$ cat src/rtl/riscv_pkg.sv
// Shared definitions for the MEM-stage load/store unit: funct3 access codes,
// writeback exception codes, FSM state encodings and access-size helpers.
package riscv_pkg;

  // funct3 access size/sign codes
  localparam logic [2:0] F3_B  = 3'b000;
  localparam logic [2:0] F3_H  = 3'b001;
  localparam logic [2:0] F3_W  = 3'b010;
  localparam logic [2:0] F3_BU = 3'b100;
  localparam logic [2:0] F3_HU = 3'b101;

  // Writeback exception codes
  localparam logic [1:0] EXC_NONE     = 2'b00;
  localparam logic [1:0] EXC_MISALIGN = 2'b01;
  localparam logic [1:0] EXC_TIMEOUT  = 2'b10;

  // FSM states
  localparam logic [0:0] ST_IDLE = 1'b0;
  localparam logic [0:0] ST_WAIT = 1'b1;

  typedef enum logic [1:0] {
    SzByte,
    SzHalf,
    SzWord
  } size_e;

  // Unlisted funct3 encodings (011/110/111) fall back to a word access.
  function automatic size_e decode_size(input logic [2:0] funct3);
    size_e size;
    case (funct3)
      F3_B, F3_BU: size = SzByte;
      F3_H, F3_HU: size = SzHalf;
      F3_W:        size = SzWord;
      default:     size = SzWord;
    endcase
    return size;
  endfunction

  function automatic logic is_unsigned(input logic [2:0] funct3);
    return (funct3 == F3_BU) || (funct3 == F3_HU);
  endfunction

endpackage

$ cat src/rtl/mem_align.sv
// Combinational byte-lane logic: store lane replication and byte enables,
// misalignment detection, and load byte/half extraction with sign/zero extension.
module mem_align
  import riscv_pkg::*;
(
  input  logic [2:0]  st_funct3_i,
  input  logic [1:0]  st_addr_i,
  input  logic [31:0] st_data_i,
  output logic [3:0]  be_o,
  output logic [31:0] wdata_o,
  output logic        misaligned_o,
  input  logic [2:0]  ld_funct3_i,
  input  logic [1:0]  ld_addr_i,
  input  logic [31:0] rdata_i,
  output logic [31:0] ld_data_o
);

  size_e       st_size;
  size_e       ld_size;
  logic        ld_uns;
  logic [31:0] ld_shift;
  logic [7:0]  ld_byte;
  logic [15:0] ld_half;

  assign st_size = decode_size(st_funct3_i);
  assign ld_size = decode_size(ld_funct3_i);
  assign ld_uns  = is_unsigned(ld_funct3_i);

  // Request-side lane steering and alignment check for the access presented by EX.
  always_comb begin
    be_o         = 4'b0000;
    wdata_o      = 32'h0;
    misaligned_o = 1'b0;
    case (st_size)
      SzByte: begin
        be_o    = 4'b0001 << st_addr_i;
        wdata_o = {4{st_data_i[7:0]}};
      end
      SzHalf: begin
        be_o         = st_addr_i[1] ? 4'b1100 : 4'b0011;
        wdata_o      = {2{st_data_i[15:0]}};
        misaligned_o = st_addr_i[0];
      end
      default: begin
        be_o         = 4'b1111;
        wdata_o      = st_data_i;
        misaligned_o = |st_addr_i;
      end
    endcase
  end

  // Response-side extraction using the latched access size and address offset.
  always_comb begin
    ld_shift = rdata_i >> {ld_addr_i, 3'b000};
    ld_byte  = ld_shift[7:0];
    ld_half  = ld_addr_i[1] ? rdata_i[31:16] : rdata_i[15:0];
    case (ld_size)
      SzByte:  ld_data_o = ld_uns ? {24'h0, ld_byte} : {{24{ld_byte[7]}}, ld_byte};
      SzHalf:  ld_data_o = ld_uns ? {16'h0, ld_half} : {{16{ld_half[15]}}, ld_half};
      default: ld_data_o = rdata_i;
    endcase
  end

endmodule

$ cat src/rtl/mem_lsu.sv
// MEM-stage load/store unit: issues req/ack data-memory accesses from the
// EX-stage ALU result, stalls upstream while an access is outstanding, and
// presents registered single-cycle writeback results.
module mem_lsu
  import riscv_pkg::*;
#(
  parameter int unsigned MAX_WAIT = 16
) (
  input  logic        clk,
  input  logic        rst,
  input  logic        ex_valid,
  input  logic [31:0] ex_alu_result,
  input  logic [31:0] ex_store_data,
  input  logic        ex_mem_read,
  input  logic        ex_mem_write,
  input  logic [2:0]  ex_funct3,
  input  logic [4:0]  ex_rd,
  input  logic        ex_reg_write,
  output logic        mem_stall,
  output logic        dmem_req,
  output logic        dmem_we,
  output logic [31:0] dmem_addr,
  output logic [3:0]  dmem_be,
  output logic [31:0] dmem_wdata,
  input  logic [31:0] dmem_rdata,
  input  logic        dmem_ack,
  output logic        wb_valid,
  output logic        wb_reg_write,
  output logic [4:0]  wb_rd,
  output logic [31:0] wb_data,
  output logic [1:0]  wb_exc
);

  localparam int unsigned CntW = $clog2(MAX_WAIT + 1);
  localparam logic [CntW-1:0] CntLast = CntW'(MAX_WAIT - 1);

  logic [0:0]      state_q, state_d;
  logic [CntW-1:0] cnt_q, cnt_d;
  logic            req_q, req_d;
  logic            we_q, we_d;
  logic [31:0]     addr_q, addr_d;
  logic [1:0]      addr_lo_q, addr_lo_d;
  logic [3:0]      be_q, be_d;
  logic [31:0]     wdata_q, wdata_d;
  logic [4:0]      rd_q, rd_d;
  logic [2:0]      funct3_q, funct3_d;
  logic            ld_wr_q, ld_wr_d;

  logic            wb_valid_q, wb_valid_d;
  logic            wb_reg_write_q, wb_reg_write_d;
  logic [4:0]      wb_rd_q, wb_rd_d;
  logic [31:0]     wb_data_q, wb_data_d;
  logic [1:0]      wb_exc_q, wb_exc_d;

  logic [3:0]      al_be;
  logic [31:0]     al_wdata;
  logic            al_misaligned;
  logic [31:0]     al_ld_data;
  logic            in_wait;
  logic            timeout;
  logic            mem_op;

  mem_align u_mem_align (
    .st_funct3_i  (ex_funct3),
    .st_addr_i    (ex_alu_result[1:0]),
    .st_data_i    (ex_store_data),
    .be_o         (al_be),
    .wdata_o      (al_wdata),
    .misaligned_o (al_misaligned),
    .ld_funct3_i  (funct3_q),
    .ld_addr_i    (addr_lo_q),
    .rdata_i      (dmem_rdata),
    .ld_data_o    (al_ld_data)
  );

  assign in_wait   = (state_q == ST_WAIT);
  // A same-cycle ack takes priority over the timeout.
  assign timeout   = in_wait && !dmem_ack && (cnt_q == CntLast);
  assign mem_stall = in_wait && !dmem_ack && !timeout;
  assign mem_op    = ex_mem_read || ex_mem_write;

  // Next-state: accept from EX in IDLE, track the outstanding access in WAIT.
  always_comb begin
    state_d        = state_q;
    cnt_d          = cnt_q;
    req_d          = req_q;
    we_d           = we_q;
    addr_d         = addr_q;
    addr_lo_d      = addr_lo_q;
    be_d           = be_q;
    wdata_d        = wdata_q;
    rd_d           = rd_q;
    funct3_d       = funct3_q;
    ld_wr_d        = ld_wr_q;
    wb_valid_d     = 1'b0;
    wb_reg_write_d = wb_reg_write_q;
    wb_rd_d        = wb_rd_q;
    wb_data_d      = wb_data_q;
    wb_exc_d       = wb_exc_q;

    if (state_q == ST_IDLE) begin
      if (ex_valid) begin
        if (!mem_op) begin
          wb_valid_d     = 1'b1;
          wb_reg_write_d = ex_reg_write;
          wb_rd_d        = ex_rd;
          wb_data_d      = ex_alu_result;
          wb_exc_d       = EXC_NONE;
        end else if (al_misaligned) begin
          wb_valid_d     = 1'b1;
          wb_reg_write_d = 1'b0;
          wb_rd_d        = ex_rd;
          wb_data_d      = ex_alu_result;
          wb_exc_d       = EXC_MISALIGN;
        end else begin
          // Read+write together is a store, so only a pure read writes back.
          state_d   = ST_WAIT;
          cnt_d     = '0;
          req_d     = 1'b1;
          we_d      = ex_mem_write;
          addr_d    = {ex_alu_result[31:2], 2'b00};
          addr_lo_d = ex_alu_result[1:0];
          be_d      = al_be;
          wdata_d   = al_wdata;
          rd_d      = ex_rd;
          funct3_d  = ex_funct3;
          ld_wr_d   = !ex_mem_write && ex_reg_write && (ex_rd != 5'd0);
        end
      end
    end else begin
      if (dmem_ack) begin
        state_d        = ST_IDLE;
        req_d          = 1'b0;
        wb_valid_d     = 1'b1;
        wb_rd_d        = rd_q;
        wb_exc_d       = EXC_NONE;
        wb_reg_write_d = we_q ? 1'b0 : ld_wr_q;
        wb_data_d      = we_q ? 32'h0 : al_ld_data;
      end else if (timeout) begin
        state_d        = ST_IDLE;
        req_d          = 1'b0;
        wb_valid_d     = 1'b1;
        wb_rd_d        = rd_q;
        wb_exc_d       = EXC_TIMEOUT;
        wb_reg_write_d = 1'b0;
        wb_data_d      = 32'h0;
      end else begin
        cnt_d = cnt_q + CntW'(1);
      end
    end
  end

  // State and output registers with synchronous reset.
  always_ff @(posedge clk) begin
    if (rst) begin
      state_q        <= ST_IDLE;
      cnt_q          <= '0;
      req_q          <= 1'b0;
      we_q           <= 1'b0;
      addr_q         <= 32'h0;
      addr_lo_q      <= 2'b00;
      be_q           <= 4'b0000;
      wdata_q        <= 32'h0;
      rd_q           <= 5'd0;
      funct3_q       <= 3'b000;
      ld_wr_q        <= 1'b0;
      wb_valid_q     <= 1'b0;
      wb_reg_write_q <= 1'b0;
      wb_rd_q        <= 5'd0;
      wb_data_q      <= 32'h0;
      wb_exc_q       <= EXC_NONE;
    end else begin
      state_q        <= state_d;
      cnt_q          <= cnt_d;
      req_q          <= req_d;
      we_q           <= we_d;
      addr_q         <= addr_d;
      addr_lo_q      <= addr_lo_d;
      be_q           <= be_d;
      wdata_q        <= wdata_d;
      rd_q           <= rd_d;
      funct3_q       <= funct3_d;
      ld_wr_q        <= ld_wr_d;
      wb_valid_q     <= wb_valid_d;
      wb_reg_write_q <= wb_reg_write_d;
      wb_rd_q        <= wb_rd_d;
      wb_data_q      <= wb_data_d;
      wb_exc_q       <= wb_exc_d;
    end
  end

  assign dmem_req     = req_q;
  assign dmem_we      = we_q;
  assign dmem_addr    = addr_q;
  assign dmem_be      = be_q;
  assign dmem_wdata   = wdata_q;
  assign wb_valid     = wb_valid_q;
  assign wb_reg_write = wb_reg_write_q;
  assign wb_rd        = wb_rd_q;
  assign wb_data      = wb_data_q;
  assign wb_exc       = wb_exc_q;

endmodule

$ cat config.mk
export PLATFORM = sky130hd
export DESIGN_NAME = mem_lsu
export DESIGN_NICKNAME = d
export VERILOG_FILES = /design/src/rtl/riscv_pkg.sv /design/src/rtl/mem_align.sv /design/src/rtl/mem_lsu.sv
export SDC_FILE = /design/constraint.sdc
export NUM_CORES = 1
export LEC_CHECK = 0
export BUFFER_PORTS_ARGS = -buffer_cell sky130_fd_sc_hd__buf_2
export CAP_MARGIN = 20
export CELL_PAD_IN_SITES_DETAIL_PLACEMENT = 0
export CELL_PAD_IN_SITES_GLOBAL_PLACEMENT = 1
export CORE_UTILIZATION = 35
export CTS_CLUSTER_SIZE = 30
export DETAILED_ROUTE_END_ITERATION = 16
export GPL_ROUTABILITY_DRIVEN = 0
export HOLD_SLACK_MARGIN = 0.05
export PLACE_DENSITY = 0.87
export SLEW_MARGIN = 20
export SYNTH_ARGS = -nofsm -noshare
export SYNTH_HDL_FRONTEND = slang
export SYNTH_SLANG_ARGS = --single-unit
$ cat constraint.sdc
create_clock -name clk -period 2.9 [get_ports clk]
set_clock_uncertainty 0.1 [all_clocks]
set_input_delay 0.58 -clock clk [delete_from_list [all_inputs] [get_ports clk]]
set_output_delay 0.58 -clock clk [all_outputs]
set_load 0.05 [all_outputs]
Yosys cells after proc, flatten, opt, wreduce, memory -nomap -nowiden

Index checks and enable logic that the tools add are counted.

Add/subtract/negate cells: 1
Equality and inequality tests: 14
Shift operators: 2
Multiplexer cells: 59
Bitwise logic cells: 2
Reduce and logical (&&, ||, !) cells: 26

Operator list:

| operator              | number |
|---|---|
| $mux W32              | 9 |
| $pmux W32 S2          | 2 |
| $mux W5               | 12 |
| $shr A32 B5 Y8        | 1 |
| $mux W1               | 24 |
| $mux W16              | 1 |
| $eq A3 B3 Y1 const B  | 4 |
| $mux W2               | 6 |
| $reduce_or A2 Y1      | 5 |
| $pmux W2 S2           | 2 |
| $pmux W4 S2           | 1 |
| $reduce_and A4 Y1     | 2 |
| $eq A3 B1 Y1 const B  | 2 |
| $logic_not A3 Y1      | 2 |
| $ne A2 B2 Y1 const B  | 3 |
| $add A5 B1 Y5 const B | 1 |
| $eq A5 B4 Y1 const B  | 1 |
| $logic_and A1 B1 Y1   | 5 |
| $reduce_and A5 Y1     | 1 |
| $reduce_bool A5 Y1    | 1 |
| $eq A2 B1 Y1 const B  | 2 |
| $logic_not A2 Y1      | 2 |
| $mux W4               | 1 |
| $reduce_bool A2 Y1    | 2 |
| 8 further kinds       | 12 |

Register bits: 126
Output and inout bits: 112

Logic depth before layout (Yosys ltp)

Depth after elaboration: 9
Depth in mapped cells: 11
Mapped depth without buffers: 9

Hierarchy

Synthesis repeated with hierarchy kept, for this count alone.

Cells, all modules: 855
Area, all modules: 6827.8 µm²

By module, submodules not included:

| module    | instances | cells an instance | area an instance (µm²) |
|---|---|---|---|
| mem_lsu   | 1         | 665               | 5612.9 |
| mem_align | 1         | 190               | 1214.9 |

Worst setup path after synthesis

Ideal clock, no wire load.

Path type: register to register
From: reg cnt_q[0]
To: reg cnt_q[3]
Library setup time: 80 ps
Arrival: 1922 ps
Setup slack: 799 ps
Stages on the path, launching flop included: 10
Buffers on the path: 0
Cell sequence: dfxtp_1 -> ha_1 -> and3_1 -> ha_1 -> nand2b_4 -> clkinv_4 -> a31oi_2 -> a21o_1 -> or3_1 -> a211oi_2

Longest elaborated chain between the ends: 4
Elaborated cells between the ends (all ways): 8
Classes of those cells: 1 x add/sub; 2 x eq/ne; 3 x mux; 2 x reduce/logical

Ends and longest elaborated chain:

| element                                               | RTL line                      | RTL |
|---|---|---|
| start: declaration                                    | mem_lsu.sv:38                 | `logic [CntW-1:0] cnt_q, cnt_d;` |
| start signal: assignment                              | mem_lsu.sv:174                | `cnt_q <= cnt_d;` |
| $add A5 B1 Y5 / $eq A5 B4 Y1 (equally long branches)  | mem_lsu.sv:148, mem_lsu.sv:78 |  |
| $mux W5 / $logic_and A1 B1 Y1 (equally long branches) | mem_lsu.sv:139, mem_lsu.sv:78 |  |
| $mux W5 / $ne A2 B2 Y1 (equally long branches)        | --                            |  |
| $mux W5 / $reduce_and A5 Y1 (equally long branches)   | --                            |  |

Parallel ways exist; a longest one is shown, timed or not. The select of a mux whose other input is x is not followed.
A chain may end at the register's enable or synchronous reset.

Final worst setup path

From: reg cnt_q[0]
To: out mem_stall

Longest elaborated chain between the ends: 4

Ends and longest elaborated chain:

| element             | RTL line      | RTL |
|---|---|---|
| $eq A5 B4 Y1        | mem_lsu.sv:78 | `assign timeout = in_wait && !dmem_ack && (cnt_q == CntLast);` |
| $logic_and A1 B1 Y1 | mem_lsu.sv:78 |  |
| $logic_not A1 Y1    | mem_lsu.sv:79 | `assign mem_stall = in_wait && !dmem_ack && !timeout;` |
| $logic_and A1 B1 Y1 | mem_lsu.sv:79 |  |
| end: declaration    | mem_lsu.sv:19 | `output logic mem_stall,` |

No other way between the ends.

==> summary.md <==
| Metric | Value |
|---|---|
| Outcome | finished clean |
| CP Capture Type | output pin |
| Global-route wire length before repair | 27400 microns |
| Total chip power | 0.00520 W |
| FF-to-FF Start | cnt_q[0] |
| Via density | 5.09 |
| Setup bufs post-CTS | 0 |
| Area Overhead vs Synth | 32.0% |
| Leading cell type in the layout, fill and taps excluded | buf_2 |
| Total Routing Usage GR | 0.212 |
| Req. time, crit path | 2.22 ns |
| Routed wire length per instance | 16.1 microns |
| Grt peak-use layer | met2 |
| Peak VDD IR | 410 uV |
| CP max FO | 5 |
| Post-route ant nets | 0 |
| Hold Vio Cnt, Final | 0 |
| Synth Warn # | 0 |
| Row cnt | 46 |
| Slew @ Worst Pin | 1.08 ns |
| Crit path largest cell delay | 0.34 ns |
| Max Slew Vio Count | 0 |
| Core Footprint | 16000 sq um |
| Syn avg cell area | 8.07 sq um |
| DRT iter0 DRCs | 351 |
| TritonCTS clock tree | done |
| Beginning of the worst hold path | ex_funct3[2] |
| Max clock buf depth | 2 |
| Slowest stage cell, crit path | dfxtp_1 |
| Final period utilization | 0.860 |
| Top Ports | 223 |
| Detailed Place HPWL | 13600 microns |
| Setup TNS | 0 ns |
| Maximum clock rate | 0.401 GHz |
| Slew margin rel. | 0.275 |
| Crit path DAT | 1.81 ns |
| Later-pin clock latency in the skew report | 0.42 ns |
| Most used cell, CP | ha_1 |
| Register area share after synthesis | 0.436 |
| Commonest cells after routing, fill and taps aside | 219 x buf_2, 150 x nand2_1, 126 x dfxtp_1, 80 x a21oi_1, 62 x nor2_1 |
| Leakage | 3.29 nW |
| Antenna violations before repair | 3 |
| Grt met3 use | 0.0582 |
| Dominant synthesized flop cell | dfxtp_1 |
| Netlist cell types | 54 |
| Via count | 5812 |
| I/O Buffers | 220 |
| Number of setup violations in the final report | 0 |
| R2r setup slk | 0.50 ns |
| Number of global-route vias before repair | 5210 |
| Reg clk slew, reported paths | 0.05 ns |
| Grt ovf | 0 |
| Reg2reg end | wb_data[5] |
| Chip Height | 131 microns |
| Fillers | 1654 |
| Total Wirelength | 18400 microns |
| Root buf cell | clkbuf_16 |
| Gate count after technology mapping | 717 |
| Hold depth | 3 |
| Share of post-route cells with drive strength above 1 | 0.309 |
| Number of synthesized flops with an enable pin | 0 |
| Worst setup SP type | flop |
| Layout Nets | 1022 |
| Met1 Use GR | 0.265 |
| Mapped cell area | 5790 sq um |
| Remaining DRCs | 0 |
| Htree depth | 4 |
| Hold Crit Class | input port to flop |
| Maxcap violations | 0 |
| Crit path cell chain | ha_1 -> and3_1 -> ha_1 -> nand2b_4 -> clkinv_4 -> buf_2 |
| Total die area | 17000 sq um |
| Power Density | 682 nW/um^2 |
| RSZ-0062 raised after global routing | false |
| Die X-Extent | 131 microns |
| Synth async-reset ratio | 0 |
| FF+latch count, synth | 126 |
| Post_cts resized | 0 |
| CTS hold repair buffers | 0 |
| Hold EP | funct3_q[2] |
| Largest net degree at the start of global routing | 67 |
| Grt met2 use | 0.343 |
| Starting density of the core | 0.362 |
| Sink Count | 126 |
| CTS buffer count | 17 |
| Pre-antenna DRT Iters | 4 |
| Reg2Reg Depth | 10 |
| Minimum clock period | 2.49 ns |
| Kind of critical path | flop to output pin |
[kinds of logic after synthesis]
group                      count (synthesis)  share of synthesized area
AOI/OAI and AO/OA                        211                      0.242
xor gates and xnor gates                   1                    0.00151
adders and majority gates                  2                    0.00432
buffers and inverters                     70                     0.0562
DFF                                      126                      0.436
muxes                                     31                     0.0551
other                                      1                   0.000648
and+or+nand+nor                          275                      0.204
[worst max-delay path by stage]
stage | end | from | cells past startpoint | slack, ns
global placement | wb_data[3] | cnt_q[0] | 10 | 0.61
detailed placement | wb_data[5] | cnt_q[0] | 10 | 0.53
CTS | mem_stall | cnt_q[0] | 6 | 0.39
finish | mem_stall | cnt_q[0] | 6 | 0.41
global route | wb_data[5] | cnt_q[0] | 10 | 0.28
floorplan | cnt_q[3] | cnt_q[0] | 9 | 0.80
[cell type report]
type	count	area, sq um	area share
multi-input combinational	522	2950	0.386
tap	216	270	0.0354
antenna	3	7.51	0.000983
timing repair buffer	236	1250	0.164
inverter	6	27.5	0.00361
sequential	126	2520	0.330
clock inverter	11	139	0.0182
clock buffer	21	470	0.0616
[per-stage QoR]
stage | std cells | setup slack [ns] | hold slack [ns] | util | instance area [sq um]
4_1_cts | 1138 | 0.389 | 0.288 | 0.477 | 7630
3_3_place_gp | 1106 | 0.614 | 0.339 | 0.439 | 7020
6_report | 1141 | 0.406 | 0.303 | 0.477 | 7630
5_1_grt | 1140 | 0.277 | 0.295 | 0.477 | 7630
3_5_place_dp | 1106 | 0.529 | 0.343 | 0.439 | 7020
2_1_floorplan | 718 | 0.799 | 0.336 | - | 5790
[worst max-delay path: cells and delay by family (launching register included)]
kind                       cells  cell delay, ns
adders and majority gates      2            0.39
and+or+nand+nor                2            0.34
DFF                            1            0.34
buffers and inverters          2            0.33
[where the power goes]
| group | leakage, nW | internal [W] | switching, W |
|---|---|---|---|
| logic | 1.96 | 0.000308 | 0.000784 |
| registers | 1.03 | 0.00185 | 0.0000668 |
| clock network | 0.299 | 0.00141 | 0.000782 |
[flip-flops by register name, summed over array words and instances, names as in the netlist]
signal	flops
dmem_wdata	32
wb_data	32
dmem_addr	30
cnt_q	5
rd_q	5
wb_rd	5
dmem_be	4
funct3_q	3
addr_lo_q	2
wb_exc	2
dmem_req	1
dmem_we	1
in_wait	1
ld_wr_q	1
wb_reg_write	1
wb_valid	1
[synth_stat cells (2+ instances only)]
cell type | number | share of area
nand2_1 | 150 | 0.097
a211oi_1 | 31 | 0.040
dfxtp_1 | 126 | 0.44
o21ai_0 | 22 | 0.019
a21oi_1 | 80 | 0.069
nor2_1 | 62 | 0.040
ha_1 | 2 | 0.0043
buf_2 | 16 | 0.014
buf_4 | 8 | 0.010
a2bb2oi_1 | 7 | 0.011
nor2b_1 | 2 | 0.0022
nand3_1 | 17 | 0.015
a31oi_1 | 7 | 0.0076
a22oi_1 | 2 | 0.0026
nor3_1 | 11 | 0.0095
inv_1 | 3 | 0.0019
clkbuf_1 | 36 | 0.023
nand2b_1 | 20 | 0.022
o211ai_1 | 8 | 0.010
mux2_2 | 7 | 0.014
or3_1 | 2 | 0.0022
mux2i_1 | 24 | 0.042
o221ai_1 | 23 | 0.035
a311oi_1 | 19 | 0.029
buf_1 | 3 | 0.0019
[metal layers]
| metal | vias up | part of all wire |
|---|---|---|
| met1 | 2649 | 0.43 |
| met4 | 2 | 0.023 |
| li1 | 2944 | - |
| met5 | - | 0.00060 |
| met2 | 188 | 0.48 |
| met3 | 29 | 0.064 |
Power figures use the tool's default switching activity.
